## config.mk

```make
export PLATFORM = sky130hd
export DESIGN_NAME = dac7611_serial_rx
export DESIGN_NICKNAME = d
export VERILOG_FILES = /design/src/rtl/dac7611_serial_rx.sv
export SDC_FILE = /design/constraint.sdc
export NUM_CORES = 1
export LEC_CHECK = 0
export ABC_AREA = 1
export CAP_MARGIN = 20
export CORE_ASPECT_RATIO = 0.9
export CORE_MARGIN = 10
export CORE_UTILIZATION = 59
export CTS_CLUSTER_DIAMETER = 100
export DETAILED_ROUTE_END_ITERATION = 6
export PLACE_DENSITY = 0.9
export SLEW_MARGIN = 25
export SYNTH_ARGS = -nofsm -noshare
export SYNTH_HDL_FRONTEND = slang
export SYNTH_SLANG_ARGS = --single-unit
```

## constraint.sdc

```tcl
create_clock -name clk_X4 -period 2.4 [get_ports clk_X4]
set_clock_uncertainty 0.05 [all_clocks]
set_input_delay 0.48 -clock clk_X4 [delete_from_list [all_inputs] [get_ports clk_X4]]
set_output_delay 0.48 -clock clk_X4 [all_outputs]
set_load 0.01 [all_outputs]
```

## src/rtl/dac7611_serial_rx.sv

```systemverilog
// ---------------------------------------------------------------------------
// dac7611_serial_rx
//   Receive side of the DAC7611 3-wire serial interface (CLK, SDI, LD).
//   The pins are oversampled with clk_X4. Each DATA_W-bit word (MSB first) is
//   rebuilt, and malformed frames (wrong bit count or a CLK stall) are flagged.
//
// Optional feature: define DAC_RX_FRAME_CNT_EN to add the frame_cnt and
// err_cnt statistics outputs.
//
// Ports
//   clk_X4      in   sample clock (4x the pin CLK rate)
//   rst         in   synchronous reset, active high
//   CLK_3       in   serial clock pin (asynchronous)
//   SDI_4       in   serial data pin (asynchronous)
//   LD_5        in   frame pin; high while bits shift, falling edge ends frame
//   data_out    out  last good word, held until the next good frame
//   data_valid  out  1-cycle pulse when data_out updates
//   frame_err   out  1-cycle pulse on a bad frame (bit count or timeout)
//   bit_cnt     out  bits captured in the current frame, saturates at DATA_W+1
//   frame_cnt   out  (DAC_RX_FRAME_CNT_EN) good frames, wraps
//   err_cnt     out  (DAC_RX_FRAME_CNT_EN) bad frames, saturates at 8'hFF
//
// Handshake: data_valid and frame_err are single-cycle strobes with no
// back-pressure; data_out is stable from the data_valid cycle until the next
// data_valid. The two strobes are mutually exclusive.
// ---------------------------------------------------------------------------
module dac7611_serial_rx #(
   parameter int DATA_W      = 12,
   parameter int SYNC_STAGES = 2,
   parameter int TIMEOUT     = 64
) (
   input  logic              clk_X4,
   input  logic              rst,
   input  logic              CLK_3,
   input  logic              SDI_4,
   input  logic              LD_5,
   output logic [DATA_W-1:0] data_out,
   output logic              data_valid,
   output logic              frame_err,
   output logic [4:0]        bit_cnt
`ifdef DAC_RX_FRAME_CNT_EN
   ,
   output logic [15:0]       frame_cnt,
   output logic [7:0]        err_cnt
`endif
);

   localparam int TO_W   = $clog2(TIMEOUT + 1);
   localparam int FILL_W = $clog2(SYNC_STAGES + 1);
   localparam logic [4:0] BIT_FULL = 5'(DATA_W);
   localparam logic [4:0] BIT_MAX  = 5'(DATA_W + 1);

   typedef enum logic [1:0] {ARM, IDLE, SHIFT} state_t;
   state_t state, state_nxt;

   logic [SYNC_STAGES-1:0] clk_sync, sdi_sync, ld_sync;
   logic                   clk_p, ld_p;
   logic                   clk_s, sdi_s, ld_s;
   logic                   clk_rise, ld_rise, ld_fall;
   logic [FILL_W-1:0]      fill_cnt;
   logic                   sync_ok;
   logic [DATA_W-1:0]      shreg;
   logic [TO_W-1:0]        to_cnt;

   logic start, end_good, end_bad, to_abort, shift_en;

   assign clk_s    = clk_sync[SYNC_STAGES-1];
   assign sdi_s    = sdi_sync[SYNC_STAGES-1];
   assign ld_s     = ld_sync[SYNC_STAGES-1];
   assign clk_rise = clk_s & ~clk_p;
   assign ld_rise  = ld_s & ~ld_p;
   assign ld_fall  = ~ld_s & ld_p;
   // The cleared synchronizers read LD=0 right after reset even if the pin is
   // high. ARM therefore trusts ld_s only once the pipeline has refilled.
   assign sync_ok  = (fill_cnt == FILL_W'(SYNC_STAGES));

   always_ff @(posedge clk_X4) begin
      if (rst) begin
         clk_sync <= '0;
         sdi_sync <= '0;
         ld_sync  <= '0;
         clk_p    <= 1'b0;
         ld_p     <= 1'b0;
         fill_cnt <= '0;
      end else begin
         clk_sync <= {clk_sync[SYNC_STAGES-2:0], CLK_3};
         sdi_sync <= {sdi_sync[SYNC_STAGES-2:0], SDI_4};
         ld_sync  <= {ld_sync[SYNC_STAGES-2:0], LD_5};
         clk_p    <= clk_s;
         ld_p     <= ld_s;
         if (!sync_ok) fill_cnt <= fill_cnt + 1'b1;
      end
   end

   always_ff @(posedge clk_X4) begin
      if (rst) state <= ARM;
      else     state <= state_nxt;
   end

   always_comb begin
      state_nxt = state;
      start     = 1'b0;
      end_good  = 1'b0;
      end_bad   = 1'b0;
      to_abort  = 1'b0;
      shift_en  = 1'b0;
      case (state)
         ARM: begin
            if (sync_ok && !ld_s) state_nxt = IDLE;
         end
         IDLE: begin
            if (ld_rise) begin
               start     = 1'b1;
               state_nxt = SHIFT;
            end
         end
         SHIFT: begin
            // LD fall wins over a coincident CLK rise: that edge is dropped.
            if (ld_fall) begin
               state_nxt = IDLE;
               if (bit_cnt == BIT_FULL) end_good = 1'b1;
               else                     end_bad  = 1'b1;
            end else if (to_cnt == TO_W'(TIMEOUT)) begin
               to_abort  = 1'b1;
               state_nxt = ARM;
            end else if (clk_rise) begin
               shift_en = 1'b1;
            end
         end
         default: state_nxt = ARM;
      endcase
   end

   always_ff @(posedge clk_X4) begin
      if (rst) begin
         data_out   <= '0;
         data_valid <= 1'b0;
         frame_err  <= 1'b0;
         bit_cnt    <= '0;
         shreg      <= '0;
         to_cnt     <= '0;
      end else begin
         data_valid <= end_good;
         frame_err  <= end_bad | to_abort;
         if (end_good) data_out <= shreg;
         if (start) begin
            shreg   <= '0;
            bit_cnt <= '0;
            to_cnt  <= '0;
         end else if (shift_en) begin
            shreg  <= {shreg[DATA_W-2:0], sdi_s};
            to_cnt <= '0;
            if (bit_cnt != BIT_MAX) bit_cnt <= bit_cnt + 1'b1;
         end else if (state == SHIFT && !to_abort) begin
            to_cnt <= to_cnt + 1'b1;
         end
      end
   end

`ifdef DAC_RX_FRAME_CNT_EN
   always_ff @(posedge clk_X4) begin
      if (rst) begin
         frame_cnt <= '0;
         err_cnt   <= '0;
      end else begin
         if (end_good) frame_cnt <= frame_cnt + 1'b1;
         if ((end_bad || to_abort) && err_cnt != 8'hFF) err_cnt <= err_cnt + 1'b1;
      end
   end
`endif

endmodule

```

**Word-level counts from Yosys, hierarchy flattened**

Index checks and enable logic that the tools add are counted.

- Register bits after elaboration: 50
- Bits of input ports: 5
- Output and inout port bits: 19

- $add $sub $neg: 3
- Equality and inequality tests: 9
- Multiplexer cells: 20
- Bitwise logic cells: 7
- Reductions and logical operators: 9

Operators with widths:

| operator | number |
|---|---|
| 1-bit 2-to-1 mux | 15 |
| 2-bit 2-to-1 mux | 4 |
| 7-bit by 1-bit adder with 7-bit output (second input constant) | 1 |
| 7-bit equality test (second input constant) | 1 |
| 2-bit case mux with 3 select lines | 1 |
| 5-bit by 1-bit adder with 5-bit output (second input constant) | 1 |
| 5-bit by 4-bit equality test with 1-bit output (second input constant) | 1 |
| 5-bit by 4-bit inequality test with 1-bit output (second input constant) | 1 |
| 2-bit equality test (second input constant) | 2 |
| 2-bit inequality test (second input constant) | 2 |
| 1-bit bitwise AND | 3 |
| 3-bit inequality test (second input constant) | 1 |
| 1-bit NOT | 3 |
| 3-bit AND reduction | 1 |
| 3-bit OR reduction | 1 |
| 2-bit by 1-bit adder with 2-bit output (second input constant) | 1 |
| 2-bit by 1-bit equality test with 1-bit output (second input constant) | 1 |
| 1-bit logical AND | 2 |
| 1-bit zero test | 2 |
| 2-bit zero test | 1 |
| 2-bit AND reduction | 1 |
| 2-bit OR reduction | 1 |
| 1-bit bitwise OR | 1 |

**Depth between registers and ports, before layout**

- Depth in word-level cells: 7
- Depth in mapped cells: 9
- Gate-level depth less buffers: 9

**Worst setup path after synthesis**

Ideal clock, no wire load.

- Path kind: register -> register
- Start: register bit_cnt[0]
- End: register data_out[10]
- Library setup time: 0.086 ns
- Arrival: 1.193 ns
- Data required time: 2.264 ns
- Setup slack: 1.071 ns
- Stages on the path, launching flop included: 7
- Path buffers: 1
- Period minus slack after synthesis: 1.329 ns
- Cell sequence: dfxtp_1 inv_1 ha_1 nand3_4 nor2_8 buf_12 a211oi_1

- Word-level cells in the longest chain between the ends: 4

Ends and longest elaborated chain:

| item | line | text |
|---|---|---|
| from (decl) | 40 | `output logic [4:0] bit_cnt` |
| from (signal assigned) | 153 | `if (bit_cnt != BIT_MAX) bit_cnt <= bit_cnt + 1'b1;` |
| 5-bit by 4-bit equality test with 1-bit output | 121 | `if (bit_cnt == BIT_FULL) end_good = 1'b1;` |
| 1-bit 2-to-1 mux | 121 |  |
| 1-bit 2-to-1 mux | 119 | `if (ld_fall) begin` |
| 1-bit 2-to-1 mux | 107 | `case (state)` |
| to (signal assigned) | 145 | `if (end_good) data_out <= shreg;` |
| to (decl) | 37 | `output logic [DATA_W-1:0] data_out,` |

No other way between the ends.
A chain may end at the register's enable or synchronous reset.

**Worst setup path in the final report**

- Start: register bit_cnt[2]
- End: output bit_cnt[2]

No word-level cell between the ends.

==> impl_metrics.py <==
metrics = {
    "run_status": {
        "status": "complete, no violations",
    },
    "floorplan": {
        "die_x_microns": 83.7,
        "dieArea_sq_mm": 0.00647,
        "ios": 24,
        "core-area_sq_mm": 0.00345,
        "start_util_pct": 62.4,
        "fp-row-count": 20,
        "die_h_microns": 77.3,
    },
    "synth": {
        "avgSynthCellArea_sq_um": 8.39,
        "synth_top_family_by_area": "simple AND/OR/NAND/NOR gates",
        "netlist_area_sq_mm": 0.00216,
        "yosys_warnings": 0,
        "synthCells": 257,
        "synth_compound_area_share_pct": 9.05,
        "synth-simple-area-share_pct": 29.9,
        "muxShareOfSynthArea_pct": 0,
        "synth_seq_cells": 50,
        "synth_seq_area_share_pct": 46.4,
        "yosysUniqueCellTypes": 31,
        "synth_xor_area_share_pct": 3.25,
        "synthAdderAreaFrac_pct": 3.48,
        "syn_nets": 268,
    },
    "power_and_ir_drop": {
        "p_leak_uw": 0.000981,
        "p_per_area_mw_per_mm2": 626,
        "peakVddDrop_uv": 469,
    },
    "timing": {
        "min_period_over_period_pct": 79.4,
        "final.setup.tns_ns": 0,
        "relSlewSlack_pct": 77.2,
        "finalSetupViolCount": 0,
        "final_max_slew_viol_count": 0,
        "grt_setup_unrepaired": "false",
        "max_slew.worst_pin.slew_ns": 0.340,
        "finalHoldViolCount": 0,
        "period_needed_ns": 1.91,
        "fmax_mhz": 525,
        "timing.final.ws_setup_ns": 0.494,
    },
    "drt": {
        "wirelength_microns": 4210,
        "first_pass_iters": 4,
        "via_count": 1708,
        "drtAntennaViolNets": 0,
        "route.detailed.wl_per_inst_microns": 12.9,
        "via_per_inst": 5.22,
        "drc_errors": 0,
        "drt_iter0_markers": 101,
    },
    "setup_path": {
        "required_ns": 1.87,
        "ff2ff_setup_slack_ns": 0.76,
        "path_cells": "clkdlybuf4s50_1",
        "critPathTopFamily": "buffers and inverters",
        "cpPeakStageDelay_ns": 0.60,
        "cp-start-kind": "register",
        "crit_path_max_fanout": 6,
        "slowest_stage": "clkdlybuf4s50_1",
        "worstSetupEndpointType": "primary output",
        "path_class": "reg2out",
        "worstPathArrival_ns": 1.38,
        "cp_num_buf_inv": 1,
    },
    "place": {
        "hpwl_microns": 3020,
        "portBuffers": 23,
        "dp_slack_ns": 0.600,
        "gp_congestion": 0.862,
    },
    "final_layout": {
        "drive_above_1_share_pct": 15.9,
        "syn_to_final_growth_pct": 16.5,
        "antenna_cells": 0,
        "fillers": 245,
        "nNetsFinal": 293,
    },
    "clock_tree": {
        "cts.sinks": 50,
        "cts_root_buf": "clkbuf_8",
        "cts_max_path_buffers": 2,
        "clkSlewWorstSetupHoldPaths_ns": 0.08,
        "htree_levels": 2,
        "cts_tree": "built",
        "hold_buffers": 0,
        "numCtsBuffers": 5,
        "cts_setup_buffers": 0,
        "cts_resized": 0,
        "clkLatencyLatePin_ns": 0.31,
    },
    "global_route": {
        "overflow": 0,
        "antenna_found_initial": 0,
        "grt_max_degree": 21,
        "first_global_vias": 1602,
        "grt_pass1_wl_microns": 7070,
        "grt_use_total_pct": 12.8,
    },
    "run": {
        "maxCapViolCount": 0,
    },
    "hold_path": {
        "hp-class": "reg2reg",
    },
}
## metal layers
layer	vias to the layer above	wire [microns]	GRT usage (%)	part of all wire, %
met1	803	1860	14.4	44
met3	9	280	4.38	6.7
met2	37	1970	21.2	47
met4	0	92	6.69	2.2
met5	-	0	0	0
li1	859	-	-	-
## layout by cell type, fill, tap and decap left out, drive strengths merged
master         synthesis  routed
clkdlybuf4s50          0      23
xor2                   5       5
nor2                  44      44
clkinv                 2       2
nand3                  7       7
dfxtp                 50      50
inv                   29      29
nor4                   1       1
xnor2                  3       3
ha                     6       6
a211oi                 5       5
nand4                  3       3
o21ai                  5       5
bufinv                 0       1
clkinvlp               0       2
nand2                 56      56
a21oi                 25      25
clkbuf                 2       5
buf                    4       1
nor3                   9       9
o211ai                 1       1
## cell families after synthesis
kind of cell / Yosys count
simple gates: 120
compound gates: 36
fa+ha+maj: 6
xor+xnor: 8
buf+inv: 37
flops: 50
## path summary, 6_finish.rpt
kind	startpoint	to	cells past startpoint
hold / removal	clk_sync[0]$_SDFF_PP0_	clk_sync[1]$_SDFF_PP0_	2
setup / recovery	bit_cnt[2]$_SDFFE_PP0P_	bit_cnt[2]	1
hold reg to reg	clk_sync[0]$_SDFF_PP0_	clk_sync[1]$_SDFF_PP0_	2
setup reg to reg	to_cnt[0]$_SDFFE_PP0P_	bit_cnt[2]$_SDFFE_PP0P_	9
## per-stage QoR
| step | cells | utilization [%] | hold WS [ns] | power, uW | cell area [sq um] |
|---|---|---|---|---|---|
| after CTS | 327 | 72.7 | 0.364 | 1570 | 2510 |
| after global placement | 319 | 69.4 | 0.340 | 985 | 2400 |
| after floorplan | 257 | - | 0.338 | 966 | 2160 |
| after detailed placement | 319 | 69.4 | 0.352 | 993 | 2400 |
| after global routing | 327 | 72.7 | 0.368 | 1630 | 2510 |
| final | 327 | 72.7 | 0.360 | 1570 | 2510 |
## power by group
part / total [uW] / internal, uW / switching, uW
Combinational: 106 / 39.3 / 66.2
Sequential: 869 / 854 / 15.2
Clock: 596 / 310 / 286
## sequential cells by signal, summed over array words and instances (netlist names)
register,flops
to_cnt,7
data_out,12
shreg,12
ld_sync,2
bit_cnt,5
clk_sync,2
sdi_sync,2
state,2
fill_cnt,2
ld_p,1
frame_err,1
data_valid,1
clk_p,1
## cell type report
cell class                      count  area [sq um]  area share (%)
Timing Repair Buffer               24           238            9.47
Multi-Input combinational cell    170           986            39.3
Sequential cell                    50          1000            39.9
Tap cell                           44          55.1            2.19
Clock inverter                      3          45.0            1.79
Clock buffer                        5          68.8            2.74
Inverter                           31           118            4.68
## cells in the mapped netlist
library cell,n,area (sq um)
nor3_1,2,10.0
a211oi_1,5,37.5
nand2_4,1,11.3
clkinv_2,1,5.00
buf_6,1,11.3
clkinv_1,1,3.75
buf_4,1,7.51
nor3_2,7,70.1
inv_1,22,82.6
nor2_2,8,50.1
nand2_1,53,199
nor2_4,5,56.3
xor2_1,5,43.8
inv_2,7,26.3
nand4_1,2,12.5
nand3_4,3,52.6
ha_1,6,75.1
nor2_8,1,20.0
nor2_1,30,113
buf_2,1,5.00
a21oi_1,25,125
nand3_1,4,20.0
dfxtp_1,50,1000
nand2_2,2,12.5
clkbuf_1,2,7.51
xnor2_1,3,26.3
o211ai_1,1,7.51
buf_12,1,20.0
o21ai_0,5,25.0
nand4_2,1,12.5
nor4_1,1,6.26
(Power assumes the default switching activity.)
